===== config.mk =====
export PLATFORM = sky130hd
export DESIGN_NAME = spectrum_bar_encoder
export DESIGN_NICKNAME = d
export VERILOG_FILES = /design/src/rtl/spectrum_bar_encoder.sv
export SDC_FILE = /design/constraint.sdc
export NUM_CORES = 1
export LEC_CHECK = 0
export CORE_AREA = 2 2 270 272
export CTS_BUF_LIST = sky130_fd_sc_hd__clkbuf_8
export CTS_CLUSTER_DIAMETER = 150
export DETAILED_ROUTE_END_ITERATION = 10
export DIE_AREA = 0 0 272 274
export GPL_TIMING_DRIVEN = 0
export MAX_ROUTING_LAYER = met4
export PLACE_DENSITY_LB_ADDON = 0.25
export SLEW_MARGIN = 20
export SYNTH_ARGS = -nofsm -noshare
export SYNTH_HDL_FRONTEND = slang
export SYNTH_SLANG_ARGS = --single-unit

===== constraint.sdc =====
create_clock -name clk -period 29.1 [get_ports clk]
set_input_delay 7.275 -clock clk [delete_from_list [all_inputs] [get_ports clk]]
set_output_delay 7.275 -clock clk [all_outputs]
set_load 0.02 [all_outputs]

===== src/rtl/spectrum_bar_encoder.sv =====
// rtl/spectrum_bar_encoder.sv - per-band peak tracker and thermometer bar encoder for the VGA bar display
module spectrum_bar_encoder #(
    parameter int NUM_BANDS = 16,
    parameter int MAG_W     = 16,
    parameter int SHIFT     = 11,
    parameter int MAX_LEVEL = 18
) (
    input  logic                 clk,
    input  logic                 rst,
    input  logic                 mag_valid,
    input  logic [3:0]           mag_band,
    input  logic [MAG_W-1:0]     mag_data,
    input  logic                 frame_done,
    output logic [MAX_LEVEL-1:0] bar0,
    output logic [MAX_LEVEL-1:0] bar1,
    output logic [MAX_LEVEL-1:0] bar2,
    output logic [MAX_LEVEL-1:0] bar3,
    output logic [MAX_LEVEL-1:0] bar4,
    output logic [MAX_LEVEL-1:0] bar5,
    output logic [MAX_LEVEL-1:0] bar6,
    output logic [MAX_LEVEL-1:0] bar7,
    output logic [MAX_LEVEL-1:0] bar8,
    output logic [MAX_LEVEL-1:0] bar9,
    output logic [MAX_LEVEL-1:0] bar10,
    output logic [MAX_LEVEL-1:0] bar11,
    output logic [MAX_LEVEL-1:0] bar12,
    output logic [MAX_LEVEL-1:0] bar13,
    output logic [MAX_LEVEL-1:0] bar14,
    output logic [MAX_LEVEL-1:0] bar15,
    output logic                 bars_update,
    output logic                 overrun
);

    localparam int LVL_W = $clog2(MAX_LEVEL + 1);

    typedef enum logic [1:0] {IDLE, COMMIT, PUBLISH} state_t;

    state_t               state;
    logic [3:0]           cnt;
    logic [MAG_W-1:0]     peak   [NUM_BANDS];
    logic [LVL_W-1:0]     level  [NUM_BANDS];
    logic [LVL_W-1:0]     shadow [NUM_BANDS];
    logic [MAX_LEVEL-1:0] bars   [NUM_BANDS];

    logic [MAG_W-1:0]     raw;
    logic [LVL_W-1:0]     q;
    logic [LVL_W-1:0]     dec;
    logic [LVL_W-1:0]     new_level;

    // Saturate at full width so large peaks cannot wrap into small levels.
    always_comb begin
        raw       = peak[cnt] >> SHIFT;
        q         = (raw > MAG_W'(MAX_LEVEL)) ? LVL_W'(MAX_LEVEL) : LVL_W'(raw);
        dec       = (level[cnt] == '0) ? '0 : level[cnt] - 1'b1;
        new_level = (q > dec) ? q : dec;
    end

    function automatic logic [MAX_LEVEL-1:0] thermo(input logic [LVL_W-1:0] lvl);
        logic [MAX_LEVEL:0] one_hot;
        one_hot = (MAX_LEVEL + 1)'(1) << lvl;
        return MAX_LEVEL'(one_hot - 1'b1);
    endfunction

    // A sample landing on the band being cleared seeds the next frame.
    always_ff @(posedge clk) begin
        if (!rst) begin
            for (int i = 0; i < NUM_BANDS; i++) peak[i] <= '0;
        end else begin
            for (int i = 0; i < NUM_BANDS; i++) begin
                if (state == COMMIT && cnt == 4'(i)) begin
                    peak[i] <= (mag_valid && mag_band == 4'(i)) ? mag_data : '0;
                end else if (mag_valid && mag_band == 4'(i) && mag_data > peak[i]) begin
                    peak[i] <= mag_data;
                end
            end
        end
    end

    always_ff @(posedge clk) begin
        if (!rst) begin
            state       <= IDLE;
            cnt         <= '0;
            bars_update <= 1'b0;
            overrun     <= 1'b0;
            for (int i = 0; i < NUM_BANDS; i++) begin
                level[i]  <= '0;
                shadow[i] <= '0;
                bars[i]   <= '0;
            end
        end else begin
            bars_update <= 1'b0;
            overrun     <= 1'b0;
            case (state)
                IDLE: begin
                    if (frame_done) begin
                        state <= COMMIT;
                        cnt   <= '0;
                    end
                end
                COMMIT: begin
                    shadow[cnt] <= new_level;
                    overrun     <= frame_done;
                    if (cnt == 4'(NUM_BANDS - 1)) state <= PUBLISH;
                    else                          cnt   <= cnt + 1'b1;
                end
                PUBLISH: begin
                    for (int i = 0; i < NUM_BANDS; i++) begin
                        level[i] <= shadow[i];
                        bars[i]  <= thermo(shadow[i]);
                    end
                    bars_update <= 1'b1;
                    overrun     <= frame_done;
                    state       <= IDLE;
                end
                default: state <= IDLE;
            endcase
        end
    end

    assign bar0  = bars[0];
    assign bar1  = bars[1];
    assign bar2  = bars[2];
    assign bar3  = bars[3];
    assign bar4  = bars[4];
    assign bar5  = bars[5];
    assign bar6  = bars[6];
    assign bar7  = bars[7];
    assign bar8  = bars[8];
    assign bar9  = bars[9];
    assign bar10 = bars[10];
    assign bar11 = bars[11];
    assign bar12 = bars[12];
    assign bar13 = bars[13];
    assign bar14 = bars[14];
    assign bar15 = bars[15];

endmodule


Word-level counts from Yosys, hierarchy flattened
Memory sizes are Yosys's and may differ from the RTL's. A register that Yosys moved wholly into a read port is not among the register bits.
Cells that the tools add are included.
W data, S select, Z words.
Operators by class
  $add $sub $neg: 18
  order comparisons: 18
  eq/ne operators: 35
  shift-type cells: 16
  multiplexer cells: 215
  bitwise gates (word level): 64
  reduce and logical (&&, ||, !) cells: 58
Operator list (count)
  $mux W16: 48
  $mux W18: 16
  $shl A1 B5 Y18 const A: 16
  $sub A18 B1 Y18 const B: 16
  $gt A16 B16 Y1: 16
  $mux W1: 120
  $mux W5: 20
  $eq A4 B4 Y1 const B: 16
  $or A1 B1 Y1: 64
  $logic_and A1 B1 Y1: 48
  $eq A4 B3 Y1 const B: 8
  $mux W4: 7
  $eq A4 B2 Y1 const B: 4
  $eq A4 B1 Y1 const B: 2
  $logic_not A4 Y1: 2
  $pmux W4 S2: 1
  $gt A5 B5 Y1: 1
  $gt A5 B5 Y1 const B: 1
  $logic_not A5 Y1: 1
  $reduce_or A5 Y1: 1
  $sub A5 B1 Y5 const B: 1
  $add A4 B1 Y4 const B: 1
  $mux W2: 2
  $ne A2 B2 Y1 const B: 2
  9 further kinds: 10
Word-level totals
  register bits: 8
  bits in writable memories: 704
  output and inout bits: 290
  memories kept: 4
Memories
  bars: depth 16, bits a word 18, rd ports 16, clocked after Yosys merged registers in 0, write ports 16, RTL line 43  | logic [MAX_LEVEL-1:0] bars [NUM_BANDS];
  peak: depth 16, bits a word 16, rd ports 17, clocked after Yosys merged registers in 1, write ports 16, RTL line 40  | logic [MAG_W-1:0] peak [NUM_BANDS];
  level: depth 16, bits a word 5, rd ports 1, clocked after Yosys merged registers in 1, write ports 16, RTL line 41  | logic [LVL_W-1:0] level [NUM_BANDS];
  shadow: depth 16, bits a word 5, rd ports 16, clocked after Yosys merged registers in 0, write ports 16, RTL line 42  | logic [LVL_W-1:0] shadow [NUM_BANDS];

Depth between registers and ports, before layout
Gate-level depths: netlist of run 1.
  depth after elaboration: 8
  mapped depth: 19
  depth with buffers taken out: 15

Worst setup path after synthesis of run 1
OpenSTA, ideal clock, no wires.
  path type: input to register
  start point: input port rst
  end point: memory bars[0][0] (enable)
  arrival: 15.977 ns
  data required time: 28.302 ns
  path slack: 12.325 ns
  stages on the path: 3
  path through: clkbuf_1 clkbuf_1 nand2b_1
RTL lines
  from (decl): RTL line 9  | input logic rst,
  to (decl): RTL line 43

==> results of run 1 <==
## placed cells by master, fill, tap and decap left out, types with 104 or more instances in the layout
cell,n
a21oi_1,263
a31oi_1,104
clkbuf_1,192
clkbuf_8,125
clkdlybuf4s50_1,295
edfxtp_1,704
ha_1,286
inv_1,316
nand2_1,278
nor2_1,406
o21ai_0,180
## layer usage
| metal | global-route usage [%] | wire [um] | up-vias | part of all wire (%) |
|---|---|---|---|---|
| li1 | - | - | 14153 | - |
| met5 | - | 0 | - | 0 |
| met3 | 4.571 | 10500 | 251 | 9.4 |
| met2 | 47.60 | 52280 | 1584 | 47 |
| met1 | 40.20 | 44770 | 14787 | 40 |
| met4 | 11.48 | 3891 | 0 | 3.5 |
## stage by stage
| step | power [mW] | cells |
|---|---|---|
| after floorplan | 1.438 | 3615 |
| after global placement | 1.577 | 4884 |
| after detailed placement | 1.575 | 4906 |
| after CTS | 2.445 | 5118 |
| after global routing | 2.521 | 5122 |
| final | 2.444 | 5122 |
## kinds of logic (layout without fill, tap and decap cells)
family,Yosys count,after routing,share of synthesized area [%]
adder cells (fa/ha/maj),286,286,9.163
XOR/XNOR,18,18,0.4037
other,0,4,0
buffers and inverters,515,1059,5.110
multiplexers,74,74,3.258
AND/OR/NAND/NOR,1165,1165,14.08
AO/OA/AOI/OAI,841,841,13.23
flip-flops,716,716,54.75
## report_power, final
part | total, mW | switching (mW) | internal [mW] | leakage, nW
combinational | 0.362 | 0.234 | 0.127 | 9.11
clock | 0.884 | 0.417 | 0.467 | 1.34
sequential | 1.20 | 0.0208 | 1.18 | 7.39
total | 2.44 | 0.672 | 1.77 | 17.8
## cell type report
type,count,area (um2)
antenna,4,10.01
sequential,716,21380
multi-input combinational,2384,15720
tap,959,1200
fill,5619,25960
timing repair buffer,332,3382
clock inverter,87,596.8
clock buffer,125,1720
inverter,289,1086
buffer,226,910.9
## worst paths after layout
kind	endpoint	cells after the start	slack, ps	start
worst max-delay path	peak[7][6]$_SDFFCE_PN0P_	9	17880	mag_data[0]
worst min-delay path	state[0]$_SDFFE_PN0P_	2	520	state[0]$_SDFFE_PN0P_
worst max register to register	shadow[14][4]$_SDFFCE_PN0P_	18	23520	flop
worst min register to register	state[0]$_SDFFE_PN0P_	2	520	state[0]$_SDFFE_PN0P_
## critical path, cell delays in order
cell             delay, ps
clkdlybuf4s50_1        810
clkinv_2               710
ha_1                   560
nand4_1                110
o311ai_0               420
or2_2                  180
clkbuf_1               290
clkbuf_1               420
nand3_1                670
## flip-flops by register name (all words and copies together), names as in the netlist, named ones only
| signal | count |
|---|---|
| cnt | 4 |
| overrun | 1 |
| shadow | 80 |
| state | 2 |
| bars_update | 1 |
| bars | 288 |
| peak | 256 |
| level | 80 |
==> reports/qor.txt, run 1 <==
Worst slew pin tran = 1112 ps
Worst min-delay path class = reg2reg
Post-Syn Area per Cell = 10.80 um2
Mapped cell area = 39050 um2
CTS Hold Buffers Added = 0
Rel. slew slack = 25.90%
Clock-pin slew on the worst setup and hold paths = 60 ps
GRT Residual Overflow = 0
Worst slack, placed = 17250 ps
Leakage power = 17.85 nW
Chip height = 274 um
Clock sink total = 716
Initial DRC count = 3788
WL/cell = 21.76 um
Top-area cell type share of the netlist area = 54.13%
CP Launch Type = input port
Sequential share of the synthesized area = 54.75%
Gp weighted congestion = 0.9307
Share of layout cells above drive strength 1 = 7.237%
PortBufs = 310
Dpl cell area = 43680 um2
Design area = 46000 um2
Finished Core Util = 63.92%
Die area = 74530 um2
Yosys reg bits = 716
Clock skew = 64.83 ps
Post-CTS Resized = 0
Post-CTS Setup Bufs = 0
Worst Path Required = 29360 ps
Initial antenna violation count = 7
Yosys Warn Count = 0
Final setup violation count = 0
Minimum clock period = 11220 ps
Top FF cell, synth = edfxtp_1
Vias = 30775
P per Cell Area = 53.13 nW/um2
Fin Setup TNS = 0 ps
Total Wirelength = 111400 um
Vias in the first global route = 28960
Synth cell count leaders = edfxtp_1, nor2_1, ha_1
TritonCTS clock tree = done
Most frequent cell after synthesis = edfxtp_1
MaxCap Viol Count = 0
Pre-Repair DR Iteration Count = 6
Post-synth EDFFs = 704
Critical Path AT = 11470 ps
Worst hold slack = 516.4 ps
Count of different cell masters after synthesis = 73
CTS Buffer Depth = 3
Status = finished clean
Core area = 71970 um2
H-tree depth = 3
CTS root buf = clkbuf_8
Syn_nets = 3925
Total CTS buffers = 118
Cell taking the most area after synthesis = edfxtp_1
Hold violation count in the final report = 0
VDD IR max = 0.00003981 V
Worst-skew pair later-pin latency = 780 ps
Nets = 4377
Highest clock rate = 89.13 MHz
Total GRT Usage = 30.36%
Detailed placer's ending HPWL = 79170 um
DR DRC count = 0
RSZ-0062 raised after global routing = no
Io pins = 314
Synth-to-layout area growth = 17.80%
Worst Path Max Fanout = 25
Antenna-violating nets left = 0
Largest cells by area after synthesis = edfxtp_1, ha_1, nor2_1
Cell row count = 99
First-pass GRT wire length = 168500 um
Async SR Flop Fraction = 0%
Fin. max-slew vios = 0
Worst setup margin = 17880 ps
Initial core utilization = 54.26%
Die width = 272 um
Crit path kind = in2reg
Post-DR vias/cell = 6.008
Final period util = 38.56%
Type of destination of the critical path = flop
Synthesized instance count = 3615
Pin count of the biggest net entering global routing = 60
Note: power is estimated with default switching activity, not from simulation.
==> inputs of run 2 (changes only) <==
==> constraint.sdc (replaced) <==
create_clock -name clk -period 10.3 [get_ports clk]
set_input_delay 2.575 -clock clk [delete_from_list [all_inputs] [get_ports clk]]
set_output_delay 2.575 -clock clk [all_outputs]
set_load 0.02 [all_outputs]
==> reports/qor.txt, run 2 (same netlist as run 1, synthesis figures left out) <==
TritonCTS clock tree = done
Initial antenna violation count = 2
Regs by FF count = bars: 288 flops, peak: 256 flops
Total GRT Usage = 30.64%
Worst slew pin tran = 1167 ps
Total Wirelength = 112200 um
Detailed placer's ending HPWL = 79530 um
H-tree depth = 3
CTS Hold Buffers Added = 0
Clock skew = 39.54 ps
First-pass GRT wire length = 169000 um
Initial core utilization = 54.26%
Vias in the first global route = 29209
Clock-pin slew on the worst setup and hold paths = 60 ps
Post-CTS Setup Bufs = 0
Highest clock rate = 157.0 MHz
Die area = 74530 um2
Final period util = 61.86%
Pin count of the biggest net entering global routing = 60
Post-CTS Resized = 0
Finished Core Util = 63.95%
Final setup violation count = 0
Io pins = 314
Clock sink total = 716
Crit path kind = in2reg
P per Cell Area = 151.3 nW/um2
Share of layout cells above drive strength 1 = 7.406%
CP max stage cell = nand3_1
Worst min-delay path class = reg2reg
VDD IR max = 0.0001359 V
PortBufs = 310
Die width = 272 um
Peak per-stage delay on the critical path = 710 ps
Type of destination of the critical path = flop
CTS Buffer Depth = 3
Rel. slew slack = 22.21%
Hold violation count in the final report = 0
Gp weighted congestion = 0.9409
Fin. max-slew vios = 0
Chip height = 274 um
Critical Path AT = 6600 ps
Vias = 30955
GRT Residual Overflow = 0
Core area = 71970 um2
Cell breakdown of the critical path = clkdlybuf4s50_1, clkinv_2, ha_1, nand4_1, o311ai_0, or2_2, clkbuf_1, clkbuf_1, nand3_1
Worst Path Required = 10530 ps
Most frequent cells in the layout = edfxtp_1, nor2_1, inv_1
Total CTS buffers = 115
RSZ-0062 raised after global routing = no
Antenna-violating nets left = 0
Worst setup margin = 3929 ps
Minimum clock period = 6371 ps
Post-DR vias/cell = 6.044
Worst slack, placed = 3341 ps
Initial DRC count = 3426
Worst-skew pair later-pin latency = 760 ps
Most used cell, CP = clkbuf_1
Max FFs per register = 288
Leakage power = 17.81 nW
Worst Path Max Fanout = 25
WL/cell = 21.90 um
CTS root buf = clkbuf_8
Nets = 4373
Status = finished clean
MaxCap Viol Count = 0
Cell row count = 99
Synth-to-layout area growth = 17.85%
Commonest non-fill, non-tap cell in the layout = edfxtp_1
Register name with the most flops = bars
Pre-Repair DR Iteration Count = 6
DR DRC count = 0
CP Launch Type = input port
-- run 2: cell types whose count changed in the layout (fill, tap and decap cells not counted), sizes merged --
cell,change
buf,-1
bufinv,+3
clkbuf,-5
clkinv,+18
clkinvlp,+2
inv,-17
-- run 2: per-stage QoR --
| step | cell area (um2) | power (mW) | hold WS, ps | std cells | TNS, ps |
|---|---|---|---|---|---|
| global placement | 43360 | 4.436 | 489.1 | 4884 | -202760 |
| CTS | 46010 | 6.973 | 509.2 | 5118 | 0 |
| global route | 46020 | 7.204 | 523.3 | 5121 | 0 |
| finish | 46020 | 6.962 | 507.8 | 5122 | 0 |
| detailed placement | 43660 | 4.451 | 497.5 | 4905 | 0 |
| floorplan | 39060 | 4.048 | 470.9 | 3615 | 0 |
-- run 2: worst paths after layout --
check / from / end / slack (ps) / depth (start not counted)
worst max-delay path: mag_data[0] / peak[7][12]$_SDFFCE_PN0P_ / 3930 / 9
worst min-delay path: state[0]$_SDFFE_PN0P_ / state[0]$_SDFFE_PN0P_ / 510 / 2
worst max register to register: flop / shadow[14][4]$_SDFFCE_PN0P_ / 4570 / 18
worst min register to register: state[0]$_SDFFE_PN0P_ / state[0]$_SDFFE_PN0P_ / 510 / 2
-- run 2: critical path: cells and delay by family --
family                     cells  cell delay [ps]
AOI/OAI and AO/OA              1              420
buffers and inverters          4             2010
adders and majority gates      1              560
and+or+nand+nor                3             1010
-- run 2: routing by layer --
layer	part of all wire [%]	global-route usage [%]	wire length, um
met5	0	-	0
met4	3.8	12.20	4300
met3	9.3	4.764	10450
met2	47	48.42	52750
met1	40	39.90	44660
-- run 2: layout make-up --
class                           count  area, um2
Clock inverter                     93      705.7
Sequential cell                   716      21380
Multi-Input combinational cell   2384      15720
Buffer                            226      910.9
Timing Repair Buffer              331       3362
Inverter                          289       1086
Antenna cell                        4      10.01
Fill cell                        5641      25940
Tap cell                          959       1200
Clock buffer                      120       1652
-- run 2: report_power, final --
group	leakage, nW	total (mW)	switching [mW]	internal, mW
sequential	7.39	3.38	0.0579	3.32
clock	1.31	2.55	1.19	1.36
combinational	9.11	1.03	0.669	0.359
